**src/rtl/matrix_scan_param_if.sv**
```systemverilog
// Signal bundle between the HUB75 scan controller (master) and the framebuffer/pin-driver side (slave).
// dim_level exists only when MATRIX_SCAN_GLOBAL_DIM_EN is defined.
interface matrix_scan_param_if #(
    parameter int PIXEL_WIDTH     = 64,
    parameter int ROW_ADDR_BITS   = 4,
    parameter int BRIGHTNESS_BITS = 8
);
    localparam int COL_W = $clog2(PIXEL_WIDTH);

    logic                       enable;
`ifdef MATRIX_SCAN_GLOBAL_DIM_EN
    logic [7:0]                 dim_level;
`endif
    logic [COL_W-1:0]           column_address;
    logic [ROW_ADDR_BITS-1:0]   row_address;
    logic [ROW_ADDR_BITS-1:0]   row_address_active;
    logic [BRIGHTNESS_BITS-1:0] brightness_mask;
    logic [BRIGHTNESS_BITS-1:0] brightness_mask_active;
    logic                       clk_pixel_load;
    logic                       clk_pixel;
    logic                       row_latch;
    logic                       output_enable;
    logic                       frame_start;

    modport master (
        input  enable,
`ifdef MATRIX_SCAN_GLOBAL_DIM_EN
        input  dim_level,
`endif
        output column_address, row_address, row_address_active,
        output brightness_mask, brightness_mask_active,
        output clk_pixel_load, clk_pixel, row_latch, output_enable, frame_start
    );

    modport slave (
        output enable,
`ifdef MATRIX_SCAN_GLOBAL_DIM_EN
        output dim_level,
`endif
        input  column_address, row_address, row_address_active,
        input  brightness_mask, brightness_mask_active,
        input  clk_pixel_load, clk_pixel, row_latch, output_enable, frame_start
    );
endinterface

```
**src/rtl/matrix_scan_param.sv**
```systemverilog
// HUB75 row/bit-plane scan controller: shifts row N+1 while row N's binary-weighted OE window runs.
// Optional global dimming PWM on output_enable when MATRIX_SCAN_GLOBAL_DIM_EN is defined.
module matrix_scan_param #(
    parameter int PIXEL_WIDTH     = 64,
    parameter int ROW_ADDR_BITS   = 4,
    parameter int BRIGHTNESS_BITS = 8,
    parameter int OE_BASE_CYCLES  = 8,
    parameter int BLANK_CYCLES    = 2
) (
    input  logic                clk_in,
    input  logic                reset,
    matrix_scan_param_if.master bus
);
    localparam int COL_W = $clog2(PIXEL_WIDTH);
    localparam int OE_W  = $clog2(OE_BASE_CYCLES << (BRIGHTNESS_BITS-1)) + 1;
    localparam int BLK_W = $clog2(BLANK_CYCLES + 1);
    localparam logic [COL_W-1:0]           COL_LAST = COL_W'(PIXEL_WIDTH-1);
    localparam logic [BRIGHTNESS_BITS-1:0] MASK_ONE = BRIGHTNESS_BITS'(1);
    localparam logic [BRIGHTNESS_BITS-1:0] MASK_MSB = MASK_ONE << (BRIGHTNESS_BITS-1);

    typedef enum logic [1:0] {S_IDLE, S_SHIFT, S_WAIT, S_LATCH} state_t;

    state_t                     r_state, w_next;
    logic [COL_W-1:0]           r_col;
    logic [ROW_ADDR_BITS-1:0]   r_row, r_row_act;
    logic [BRIGHTNESS_BITS-1:0] r_mask, r_mask_act;
    logic                       r_clk_pixel, r_frame_start;
    logic [BLK_W-1:0]           r_blank;
    logic [OE_W-1:0]            r_on;
    logic [OE_W-1:0]            w_on_load;
    logic                       w_load, w_latch, w_oe_free, w_oe_win;

    assign w_load   = (r_state == S_SHIFT);
    assign w_latch  = (r_state == S_LATCH);
    assign w_oe_win = (r_blank == '0) && (r_on != '0);
    // Engine is idle in the next cycle, so a latch issued then never overlaps a lit window.
    // clk_pixel in that cycle mirrors this cycle's load, which is always low in WAIT.
    assign w_oe_free = (r_blank == '0) && (r_on <= OE_W'(1));

    always_ff @(posedge clk_in) begin
        if (reset) r_state <= S_IDLE;
        else       r_state <= w_next;
    end

    always_comb begin
        w_next = r_state;
        unique case (r_state)
            S_IDLE:  if (bus.enable) w_next = S_SHIFT;
            S_SHIFT: if (r_col == '0) w_next = S_WAIT;
            S_WAIT:  if (w_oe_free) w_next = S_LATCH;
            S_LATCH: w_next = bus.enable ? S_SHIFT : S_IDLE;
            default: w_next = S_IDLE;
        endcase
    end

    // One-hot plane mask selects the on-time OE_BASE_CYCLES << k.
    always_comb begin
        w_on_load = '0;
        for (int i = 0; i < BRIGHTNESS_BITS; i++)
            if (r_mask[i]) w_on_load = OE_W'(OE_BASE_CYCLES) << i;
    end

    always_ff @(posedge clk_in) begin
        if (reset) begin
            r_col         <= COL_LAST;
            r_row         <= '0;
            r_row_act     <= '0;
            r_mask        <= MASK_MSB;
            r_mask_act    <= '0;
            r_clk_pixel   <= 1'b0;
            r_frame_start <= 1'b0;
            r_blank       <= '0;
            r_on          <= '0;
        end else begin
            r_clk_pixel   <= w_load;
            r_frame_start <= w_latch && (r_row == '0) && (r_mask == MASK_MSB);
            if (w_load && r_col != '0) r_col <= r_col - COL_W'(1);
            if (w_latch) begin
                r_col      <= COL_LAST;
                r_row_act  <= r_row;
                r_mask_act <= r_mask;
                if (r_mask == MASK_ONE) begin
                    r_mask <= MASK_MSB;
                    r_row  <= r_row + ROW_ADDR_BITS'(1);
                end else begin
                    r_mask <= r_mask >> 1;
                end
                r_blank <= BLK_W'(BLANK_CYCLES);
                r_on    <= w_on_load;
            end else if (r_blank != '0) begin
                r_blank <= r_blank - BLK_W'(1);
            end else if (r_on != '0) begin
                r_on <= r_on - OE_W'(1);
            end
        end
    end

`ifdef MATRIX_SCAN_GLOBAL_DIM_EN
    logic [7:0] r_dim_cnt;
    always_ff @(posedge clk_in) begin
        if (reset) r_dim_cnt <= '0;
        else       r_dim_cnt <= r_dim_cnt + 8'd1;
    end
    assign bus.output_enable = w_oe_win && (r_dim_cnt < bus.dim_level);
`else
    assign bus.output_enable = w_oe_win;
`endif

    assign bus.column_address         = r_col;
    assign bus.row_address            = r_row;
    assign bus.row_address_active     = r_row_act;
    assign bus.brightness_mask        = r_mask;
    assign bus.brightness_mask_active = r_mask_act;
    assign bus.clk_pixel_load         = w_load;
    assign bus.clk_pixel              = r_clk_pixel;
    assign bus.row_latch              = w_latch;
    assign bus.frame_start            = r_frame_start;
endmodule

```
**src/flat_wrapper.sv**
```systemverilog
// flat-port wrapper written by rule: the top's interface ports become plain ports
module matrix_scan_param_flat 
#(
    parameter int PIXEL_WIDTH     = 64,
    parameter int ROW_ADDR_BITS   = 4,
    parameter int BRIGHTNESS_BITS = 8,
    parameter int OE_BASE_CYCLES  = 8,
    parameter int BLANK_CYCLES    = 2
)
  (clk_in, reset, bus_enable, bus_column_address, bus_row_address, bus_row_address_active, bus_brightness_mask, bus_brightness_mask_active, bus_clk_pixel_load, bus_clk_pixel, bus_row_latch, bus_output_enable, bus_frame_start);
  matrix_scan_param_if #(.PIXEL_WIDTH(PIXEL_WIDTH), .ROW_ADDR_BITS(ROW_ADDR_BITS), .BRIGHTNESS_BITS(BRIGHTNESS_BITS)) bus_i ();
  input  logic clk_in;
  input  logic reset;
  input wire logic [$bits(bus_i.enable)-1:0] bus_enable;
  output wire logic [$bits(bus_i.column_address)-1:0] bus_column_address;
  output wire logic [$bits(bus_i.row_address)-1:0] bus_row_address;
  output wire logic [$bits(bus_i.row_address_active)-1:0] bus_row_address_active;
  output wire logic [$bits(bus_i.brightness_mask)-1:0] bus_brightness_mask;
  output wire logic [$bits(bus_i.brightness_mask_active)-1:0] bus_brightness_mask_active;
  output wire logic [$bits(bus_i.clk_pixel_load)-1:0] bus_clk_pixel_load;
  output wire logic [$bits(bus_i.clk_pixel)-1:0] bus_clk_pixel;
  output wire logic [$bits(bus_i.row_latch)-1:0] bus_row_latch;
  output wire logic [$bits(bus_i.output_enable)-1:0] bus_output_enable;
  output wire logic [$bits(bus_i.frame_start)-1:0] bus_frame_start;
  assign bus_i.enable = bus_enable;
  assign bus_column_address = bus_i.column_address;
  assign bus_row_address = bus_i.row_address;
  assign bus_row_address_active = bus_i.row_address_active;
  assign bus_brightness_mask = bus_i.brightness_mask;
  assign bus_brightness_mask_active = bus_i.brightness_mask_active;
  assign bus_clk_pixel_load = bus_i.clk_pixel_load;
  assign bus_clk_pixel = bus_i.clk_pixel;
  assign bus_row_latch = bus_i.row_latch;
  assign bus_output_enable = bus_i.output_enable;
  assign bus_frame_start = bus_i.frame_start;
  matrix_scan_param #(.PIXEL_WIDTH(PIXEL_WIDTH), .ROW_ADDR_BITS(ROW_ADDR_BITS), .BRIGHTNESS_BITS(BRIGHTNESS_BITS), .OE_BASE_CYCLES(OE_BASE_CYCLES), .BLANK_CYCLES(BLANK_CYCLES)) u_core (.clk_in(clk_in), .reset(reset), .bus(bus_i));
endmodule
```
**config.mk**
```make
export PLATFORM = sky130hd
export DESIGN_NAME = matrix_scan_param_flat
export DESIGN_NICKNAME = d
export VERILOG_FILES = /design/src/rtl/matrix_scan_param_if.sv /design/src/rtl/matrix_scan_param.sv /design/src/flat_wrapper.sv
export SDC_FILE = /design/constraint.sdc
export NUM_CORES = 1
export LEC_CHECK = 0
export ABC_AREA = 1
export CORE_MARGIN = 4
export CORE_UTILIZATION = 57
export CTS_CLUSTER_SIZE = 16
export DETAILED_ROUTE_END_ITERATION = 16
export GPL_TIMING_DRIVEN = 1
export PLACE_DENSITY = 0.85
export SYNTH_ARGS = -nofsm -noshare
export SYNTH_HDL_FRONTEND = slang
export SYNTH_SLANG_ARGS = --single-unit
```
**constraint.sdc**
```tcl
create_clock -name clk_in -period 3.5 [get_ports clk_in]
set_clock_uncertainty 0.15 [all_clocks]
set_input_delay 0.525 -clock clk_in [delete_from_list [all_inputs] [get_ports clk_in]]
set_output_delay 0.525 -clock clk_in [all_outputs]
set_load 0.01 [all_outputs]
```
==> results of run 1 <==
cells by family after synthesis:
| kind of cell | count (synthesis) | share of synthesized area |
|---|---|---|
| and+or+nand+nor | 147 | 0.316 |
| AOI/OAI and AO/OA | 53 | 0.127 |
| xor gates and xnor gates | 4 | 0.0148 |
| buffers and inverters | 51 | 0.0875 |
| DFF | 47 | 0.397 |
| adders and majority gates | 11 | 0.0580 |
power by group through the flow:
stage                     clock network (mW)  logic, mW  registers, mW
final                                  0.387       1.07          0.733
after global routing                   0.412       1.21          0.746
after CTS                              0.394       1.07          0.733
after detailed placement                   0       1.06          0.745
after global placement                     0       1.03          0.740
after floorplan                            0      0.791          0.742
cells in the final DEF, fill, tap and decap left out, drive strengths merged, types with 3 or more instances in the layout:
master / count
o21ai: 17
a21oi: 23
clkbuf: 6
nand2: 70
nor3: 3
o22ai: 5
dfxtp: 47
clkdlybuf4s50: 37
ha: 11
buf: 3
nor2: 36
nand3: 29
o211ai: 4
xor2: 4
inv: 42
nand4: 6
per-layer routing:
metal | global-route usage | vias up | wire (µm)
met2 | 0.356 | 55 | 2540
li1 | - | 1095 | -
met3 | 0.0526 | 11 | 232
met1 | 0.275 | 974 | 2420
met5 | 0 | - | 0
met4 | 0.107 | 0 | 144
flip-flops by register name, summed over array words and instances (netlist names), 2 cells and up:
register / cells
u_core.bus.brightness_mask: 8
u_core.bus.row_address: 4
u_core.bus.row_address_active: 4
u_core.r_on: 11
u_core.bus.brightness_mask_active: 8
u_core.r_blank: 2
u_core.r_state: 2
u_core.bus.column_address: 6
worst reg2reg max path, cell delays in order (launching register included):
cell,delay [ns]
dfxtp_1,0.39
ha_1,0.51
buf_4,0.28
inv_2,0.16
nand2_1,0.17
nand2_4,0.09
inv_2,0.08
nand3_2,0.05
and2_1,0.15
cell type report:
cell class,count,area [µm²],share of cell area
Timing Repair Buffer,40,393,0.136
Inverter,43,161,0.0560
Multi-Input combinational cell,215,1220,0.424
Tap cell,50,62.6,0.0217
Clock buffer,6,72.6,0.0252
Sequential cell,47,941,0.326
Clock inverter,1,30.0,0.0104
worst min-delay path by stage:
stage                                                end  slack (ns)                            startpoint  cells past startpoint
global route                           u_core.r_blank[0]        0.33                     u_core.r_blank[0]                      1
CTS                 u_core.bus.brightness_mask_active[6]        0.31  u_core.bus.brightness_mask_active[6]                      2
floorplan                              u_core.r_blank[0]        0.27                     u_core.r_blank[0]                      1
detailed placement  u_core.bus.brightness_mask_active[6]        0.29  u_core.bus.brightness_mask_active[6]                      2
finish              u_core.bus.brightness_mask_active[6]        0.30  u_core.bus.brightness_mask_active[6]                      2
global placement                       u_core.r_blank[0]        0.29                     u_core.r_blank[0]                      1
metrics by stage:
step,utilization,total power [mW]
2_1_floorplan,-,1.53
3_3_place_gp,0.695,1.77
3_5_place_dp,0.695,1.81
4_1_cts,0.721,2.20
5_1_grt,0.721,2.36
6_report,0.721,2.19
==> results.py, run 1 <==
metrics = {
    "die": {
        "initial_core_util": 0.593,
        "rows": 23,
        "io_pins": 38,
        "core_mm2": 0.00400,
        "die_x_um": 72.5,
        "die_area_mm2": 0.00526,
        "die_y_um": 72.5,
    },
    "setup_path": {
        "critPathKind": "reg2out",
        "r2r_start": "u_core.r_state[0]",
        "crit_path_start_kind": "flop",
        "crit_start": "u_core.r_on[0]",
        "crit_buf_inv": 2,
        "reg2reg_to": "u_core.r_on[3]",
        "crit_path_end": "bus_output_enable",
        "critical_path.max_stage_delay_ns": 0.58,
        "cp.required_ns": 2.82,
        "path_cells": "inv_1 -> ha_1 -> nand3_4 -> nor2_8 -> a21oi_4 -> clkdlybuf4s50_1",
        "cp.depth": 6,
        "r2r_slack_ns": 1.38,
        "reg2regPathDepth": 8,
        "path_max_fanout": 6,
        "critical_path.top_delay_family": "buffers and inverters",
        "slowest_stage": "clkdlybuf4s50_1",
        "arrival_ns": 2.06,
        "crit_path_end_kind": "primary output",
    },
    "clock_network": {
        "clkLatencyLatePin_ns": 0.30,
        "cts-htree-levels": 2,
        "cts_tree": "done",
        "root_buffer": "clkbuf_8",
        "post_cts_resized": 0,
        "clock-sinks": 47,
        "cts_setup_buffers": 0,
        "path_clk_slew_ns": 0.08,
        "clk_path_buf_depth": 2,
        "cts_made_buffers": 5,
        "hold_buffers": 0,
    },
    "synth": {
        "netlist_top_cells_count": "nand2_1 (64), dfxtp_1 (47), inv_1 (38)",
        "syn_inst": 313,
        "synthDominantCellAreaShare": 0.397,
        "synth_edf_count": 0,
        "netlist_area_mm2": 0.00237,
        "yosysUniqueCellTypes": 33,
        "ys_seq_area_frac": 0.397,
        "synth.most_common_cell": "nand2_1",
        "ys.flop_type": "dfxtp_1",
        "syn_nets": 327,
        "ys_ff_latch": 47,
        "syn_area_per_cell_um2": 7.58,
        "yosys.area.top_type": "dfxtp_1",
        "async_flop_share": 0,
        "yosysWarningCount": 0,
        "synth.area.top_cells": "dfxtp_1 (40%), nand2_1 (10%), inv_1 (6.0%)",
    },
    "finish": {
        "drive_gt1_frac": 0.0966,
        "fill_cells": 325,
        "final_net_count": 366,
        "design_area_mm2": 0.00288,
        "syn_to_final_growth_pct": 21.6,
        "diodes": 0,
        "fin_cells": 402,
    },
    "global_routing": {
        "grt_pass1_wl_um": 9070,
        "grt-ovfl-total": 0,
        "grt_pass1_vias": 2098,
        "antenna_found_initial": 0,
        "grt_max_degree": 18,
        "track_usage": 0.220,
    },
    "sta": {
        "slew_headroom": 0.653,
        "post-route-period-util": 0.782,
        "slew_violations": 0,
        "hold_viol": 0,
        "tightest_slew_ns": 0.521,
        "period_minus_slack_ns": 2.74,
        "rsz0062_at_grt": "no",
        "fmax_mhz": 365,
        "fin_ws_ns": 0.763,
        "setup_viol": 0,
        "hold_ws_ns": 0.300,
        "fin_setup_tns_ns": 0,
    },
    "detailed_routing": {
        "drc_errors": 0,
        "post_drt_wl_per_cell_um": 13.3,
        "viasPerCell": 5.31,
        "vias": 2135,
        "drt_wl_total_um": 5340,
        "drtIter0Drc": 151,
        "ant_nets": 0,
        "dr.pass1.iters": 4,
    },
    "power": {
        "seq_power_share": 0.335,
        "power_frac_clock": 0.177,
        "power.switching_mw": 0.928,
        "vdd_drop_max_v": 0.000364,
        "power_density_mw_per_mm2": 760,
        "comb_power_share": 0.489,
        "p_int_mw": 1.26,
        "swShare": 0.424,
        "cellLeakagePower_nw": 1.27,
    },
    "place": {
        "routabilityCongestion": 0.861,
        "post-place-cells": 395,
        "io_buffers": 37,
        "hpwl_um": 3980,
        "placed_cell_area_mm2": 0.00278,
        "dp_worst_setup_slack_ns": 1.11,
    },
    "outcome": {
        "status": "complete, no violations",
    },
    "worst_hold_path": {
        "hold_path_class": "reg2reg",
    },
    "flow_run": {
        "cap_violations": 0,
    },
}
No activity file was read; power rests on OpenSTA's default activity.
==> run 2, diff against run 1 <==
--- a/config.mk
+++ b/config.mk
@@ -7,11 +7,11 @@
 export LEC_CHECK = 0
 export ABC_AREA = 1
 export CORE_MARGIN = 4
-export CORE_UTILIZATION = 57
+export CORE_UTILIZATION = 53
 export CTS_CLUSTER_SIZE = 16
 export DETAILED_ROUTE_END_ITERATION = 16
 export GPL_TIMING_DRIVEN = 1
-export PLACE_DENSITY = 0.85
+export PLACE_DENSITY = 0.8
 export SYNTH_ARGS = -nofsm -noshare
 export SYNTH_HDL_FRONTEND = slang
 export SYNTH_SLANG_ARGS = --single-unit
==> constraint.sdc (replaced) <==
create_clock -name clk_in -period 2.55 [get_ports clk_in]
set_clock_uncertainty 0.15 [all_clocks]
set_input_delay 0.3825 -clock clk_in [delete_from_list [all_inputs] [get_ports clk_in]]
set_output_delay 0.3825 -clock clk_in [all_outputs]
set_load 0.01 [all_outputs]
==> run 2 against run 1 <==
Register-to-register slack worse by 0.83 ns. Flip-flop and latch count stayed put. Global-route usage is 0.81 points lower. Critical path depth stayed put. Utilization is 5.7 points lower. First-iteration DRC count is 14% lower. Final cell count is 0.50% higher. Die area is 6.7% higher. Clock power is 40% higher. Total power is 38% higher. Non-clock buffer count stayed put. Critical path type unchanged. Largest power group unchanged. Highest routed layer unchanged.
==> results.py, run 2 (synthesis gave the netlist of run 1 again) <==
metrics = {
    "outcome": {
        "status": "complete, no violations",
    },
    "finish": {
        "largest_register": "u_core.r_on",
        "drive_gt1_frac": 0.0994,
        "layout_commonest_cell": "nand2_1",
        "fin_cells": 404,
        "final_cell_mix": "nand2_1 (64), dfxtp_1 (47), inv_1 (38)",
        "design_area_mm2": 0.00289,
        "largest_register_ffs": 11,
        "utilization": 0.664,
        "diodes": 0,
        "final_net_count": 366,
        "syn_to_final_growth_pct": 21.9,
    },
    "die": {
        "io_pins": 38,
        "initial_core_util": 0.545,
        "die_y_um": 74.9,
        "die_x_um": 74.9,
        "die_area_mm2": 0.00561,
        "rows": 24,
        "core_mm2": 0.00435,
    },
    "detailed_routing": {
        "ant_nets": 0,
        "vias": 2150,
        "post_drt_wl_per_cell_um": 13.7,
        "dr.pass1.iters": 4,
        "route.met3.wl_um": 283,
        "met1_length_um": 2480,
        "viasPerCell": 5.32,
        "drtIter0Drc": 130,
        "drt_wl_total_um": 5540,
        "drc_errors": 0,
        "topRoutingLayerUsed": "met4",
        "wl_met2_um": 2700,
    },
    "clock_network": {
        "cts-htree-levels": 2,
        "clock-sinks": 47,
        "clkLatencyLatePin_ns": 0.30,
        "root_buffer": "clkbuf_8",
        "clk_path_buf_depth": 2,
        "cts_tree": "done",
        "cts_made_buffers": 5,
        "hold_buffers": 0,
        "path_clk_slew_ns": 0.09,
    },
    "worst_hold_path": {
        "holdPathStages": 1,
        "hold_path_class": "reg2reg",
    },
    "global_routing": {
        "grt_max_degree": 27,
        "antenna_found_initial": 0,
        "grt-ovfl-total": 0,
        "track_usage": 0.212,
        "grt_pass1_vias": 2058,
        "grt_pass1_wl_um": 9320,
    },
    "sta": {
        "slew_headroom": 0.684,
        "slew_violations": 0,
        "period_minus_slack_ns": 2.16,
        "setup_viol": 0,
        "fmax_mhz": 464,
        "hold_ws_ns": 0.306,
        "hold_viol": 0,
        "post-route-period-util": 0.845,
        "tightest_slew_ns": 0.474,
        "fin_setup_tns_ns": 0,
        "fin_ws_ns": 0.395,
        "rsz0062_at_grt": "no",
    },
    "place": {
        "post-place-cells": 397,
        "routabilityCongestion": 0.841,
        "io_buffers": 37,
        "dp_worst_setup_slack_ns": 0.344,
        "placed_cell_area_mm2": 0.00278,
        "hpwl_um": 4030,
    },
    "setup_path": {
        "crit_path_start_kind": "flop",
        "crit_path_end_kind": "primary output",
        "path_max_fanout": 6,
        "cp.required_ns": 2.02,
        "arrival_ns": 1.62,
        "reg2regPathDepth": 8,
        "critPathKind": "reg2out",
    },
    "power": {
        "power.total_mw": 3.02,
        "cellLeakagePower_nw": 1.28,
        "power_density_mw_per_mm2": 1040,
        "vdd_drop_max_v": 0.000512,
    },
    "flow_run": {
        "cap_violations": 0,
    },
}
[run 2: changes by cell type in the layout (fill, tap and decap cells not counted), sizes merged]
cell	delta
clkbuf	-1
clkdlybuf4s50	-1
clkinvlp	+1
dlymetal6s2s	+1
[run 2: worst max-delay path: stages, from the launching register on]
cell	delay, ns
dfxtp_1	0.38
inv_1	0.12
ha_1	0.25
nand3_4	0.11
nor2_8	0.06
a21oi_4	0.21
dlymetal6s2s_1	0.19
[run 2: path summary, 6_finish.rpt]
path	start	to	slack, ns
setup / recovery	u_core.r_on[0]	bus_output_enable	0.39
hold reg to reg	u_core.r_blank[0]	u_core.r_blank[0]	0.31
setup reg to reg	u_core.r_state[1]	u_core.r_on[3]	0.55
hold / removal	u_core.r_blank[0]	u_core.r_blank[0]	0.31
[run 2: repair_timing]
| action | in CTS | in global routing |
|---|---|---|
| resized for setup | 0 | 1 |
| endpoints found under the setup margin | 0 | 1 |
| buffers inserted | 0 | 0 |
[run 2: final cells by class]
class / count / area (µm²)
Inverter: 43 / 161
Multi-Input combinational cell: 215 / 1220
Timing Repair Buffer: 40 / 395
Sequential cell: 47 / 941
Clock inverter: 2 / 37.5
Tap cell: 52 / 65.1
Clock buffer: 5 / 68.8
Fill cell: 353 / 1460
[run 2: where the power goes]
part / switching (mW) / internal [mW]
Sequential: 0.128 / 0.879
Clock: 0.253 / 0.287
Combinational: 0.910 / 0.561
Total: 1.29 / 1.73
[run 2: layer usage]
layer / global-route usage / up-vias
met2: 0.346 / 61
met1: 0.280 / 988
met3: 0.0507 / 9
met5: 0 / -
li1: - / 1092
met4: 0.0573 / 0
==> run 3, diff against run 2 <==
==> constraint.sdc (replaced) <==
create_clock -name clk_in -period 2.1 [get_ports clk_in]
set_clock_uncertainty 0.15 [all_clocks]
set_input_delay 0.315 -clock clk_in [delete_from_list [all_inputs] [get_ports clk_in]]
set_output_delay 0.315 -clock clk_in [all_outputs]
set_load 0.01 [all_outputs]
==> run 3 against run 2 <==
Wire length shrank 6.4%. Clock power is 0.9% higher. Die area is the same. Via count decreased by 0.60%. Critical endpoint is now bus_row_latch. Largest power group unchanged. Highest routed layer unchanged.
==> results.py, run 3 (synthesis gave the netlist of run 1 again) <==
metrics = {
    "outcome": {
        "status": "complete, no violations",
    },
    "sta": {
        "fin_setup_tns_ns": 0,
        "hold_viol": 0,
        "setup_viol": 0,
        "tightest_slew_ns": 0.351,
        "period_minus_slack_ns": 2.01,
        "slew_headroom": 0.765,
        "post-route-period-util": 0.959,
        "slew_violations": 0,
        "rsz0062_at_grt": "no",
        "fin_ws_ns": 0.0865,
        "fmax_mhz": 497,
    },
    "power": {
        "cellLeakagePower_nw": 1.30,
        "comb_power_share": 0.504,
        "power_density_mw_per_mm2": 1220,
        "vdd_drop_max_v": 0.000568,
        "swShare": 0.434,
        "power.switching_mw": 1.54,
        "p_int_mw": 2.02,
        "power_frac_clock": 0.153,
        "power.total_mw": 3.56,
        "seq_power_share": 0.343,
    },
    "finish": {
        "syn_to_final_growth_pct": 23.0,
        "layout_commonest_cell": "nand2_1",
        "fin_cells": 409,
        "largest_register": "u_core.r_on",
        "diodes": 0,
        "final_net_count": 370,
        "drive_gt1_frac": 0.118,
        "largest_register_ffs": 11,
        "final_cell_mix": "nand2_1 (64), dfxtp_1 (47), inv_1 (37)",
    },
    "global_routing": {
        "grt_pass1_vias": 2018,
        "grt_max_degree": 27,
        "antenna_found_initial": 0,
        "grt_pass1_wl_um": 9230,
        "grt-ovfl-total": 0,
        "track_usage": 0.212,
    },
    "setup_path": {
        "crit_path_start_kind": "flop",
        "critical_path.max_stage_delay_ns": 0.57,
        "path_max_fanout": 4,
        "crit_buf_inv": 1,
        "slowest_stage": "clkdlybuf4s50_1",
        "arrival_ns": 1.55,
        "critPathKind": "reg2out",
        "cp.required_ns": 1.63,
        "critical_path.top_delay_family": "buffers and inverters",
        "crit_path_end_kind": "primary output",
        "path_cells": "ha_1 -> clkdlybuf4s50_1",
    },
    "die": {
        "initial_core_util": 0.545,
        "die_x_um": 74.9,
        "io_pins": 38,
        "core_mm2": 0.00435,
        "rows": 24,
        "die_area_mm2": 0.00561,
        "die_y_um": 74.9,
    },
    "clock_network": {
        "cts_setup_buffers": 0,
        "cts_tree": "done",
        "clk_path_buf_depth": 2,
        "clkLatencyLatePin_ns": 0.30,
        "path_clk_slew_ns": 0.09,
        "clock-sinks": 47,
        "cts_made_buffers": 5,
        "hold_buffers": 0,
        "cts-htree-levels": 2,
        "root_buffer": "clkbuf_8",
    },
    "flow_run": {
        "cap_violations": 0,
    },
    "detailed_routing": {
        "ant_nets": 0,
        "drtIter0Drc": 122,
        "dr.pass1.iters": 4,
        "drc_errors": 0,
        "post_drt_wl_per_cell_um": 12.7,
        "viasPerCell": 5.22,
        "drt_wl_total_um": 5190,
        "vias": 2137,
    },
    "place": {
        "post-place-cells": 401,
        "dp_worst_setup_slack_ns": 0.130,
        "routabilityCongestion": 0.850,
        "hpwl_um": 3850,
        "io_buffers": 37,
    },
    "worst_hold_path": {
        "hold_path_class": "reg2reg",
    },
}
## run 3: path summary, 6_finish.rpt
| kind | start | to | slack [ns] | depth (start not counted) |
|---|---|---|---|---|
| worst min-delay path | u_core.r_blank[0] | u_core.r_blank[0] | 0.30 | 1 |
| worst max-delay path | u_core.r_state[0] | bus_row_latch | 0.09 | 2 |
| worst min register to register | u_core.r_blank[0] | u_core.r_blank[0] | 0.30 | 1 |
| worst max register to register | u_core.r_state[0] | u_core.bus.column_address[0] | 0.26 | 6 |
## run 3: area by class of cell
| cell class | instances | area [µm²] |
|---|---|---|
| clock inverters | 2 | 12.5 |
| clock buffers | 6 | 72.6 |
| fillers | 361 | 1440 |
| flip-flops and latches | 47 | 941 |
| well taps | 52 | 65.1 |
| multi-input cells | 215 | 1230 |
| repair buffers | 44 | 437 |
| inverters | 43 | 161 |
## run 3: repair_timing
item	CTS	global route
resized for setup	1	4
setup endpoints to repair	1	2
endpoints found under the hold margin	0	0
## run 3: stage by stage
stage               utilization  hold slack (ns)  cell area [µm²]
detailed placement        0.649            0.285             2830
global placement          0.649            0.286             2830
CTS                       0.668            0.297             2910
global route              0.670            0.319             2920
finish                    0.670            0.297             2920
floorplan                     -            0.270             2370
## run 3: power groups by stage
| stage | Clock [mW] | Combinational [mW] | Sequential (mW) |
|---|---|---|---|
| detailed placement | 0 | 1.81 | 1.24 |
| floorplan | 0 | 1.32 | 1.24 |
| CTS | 0.561 | 1.80 | 1.22 |
| global route | 0.596 | 2.05 | 1.25 |
| global placement | 0 | 1.77 | 1.23 |
| finish | 0.545 | 1.79 | 1.22 |
## run 3: metal layers
| layer | track usage | routed length (µm) |
|---|---|---|
| met1 | 0.280 | 2420 |
| met2 | 0.337 | 2430 |
| met3 | 0.0628 | 276 |
| met4 | 0.0632 | 64 |
| met5 | 0 | 0 |
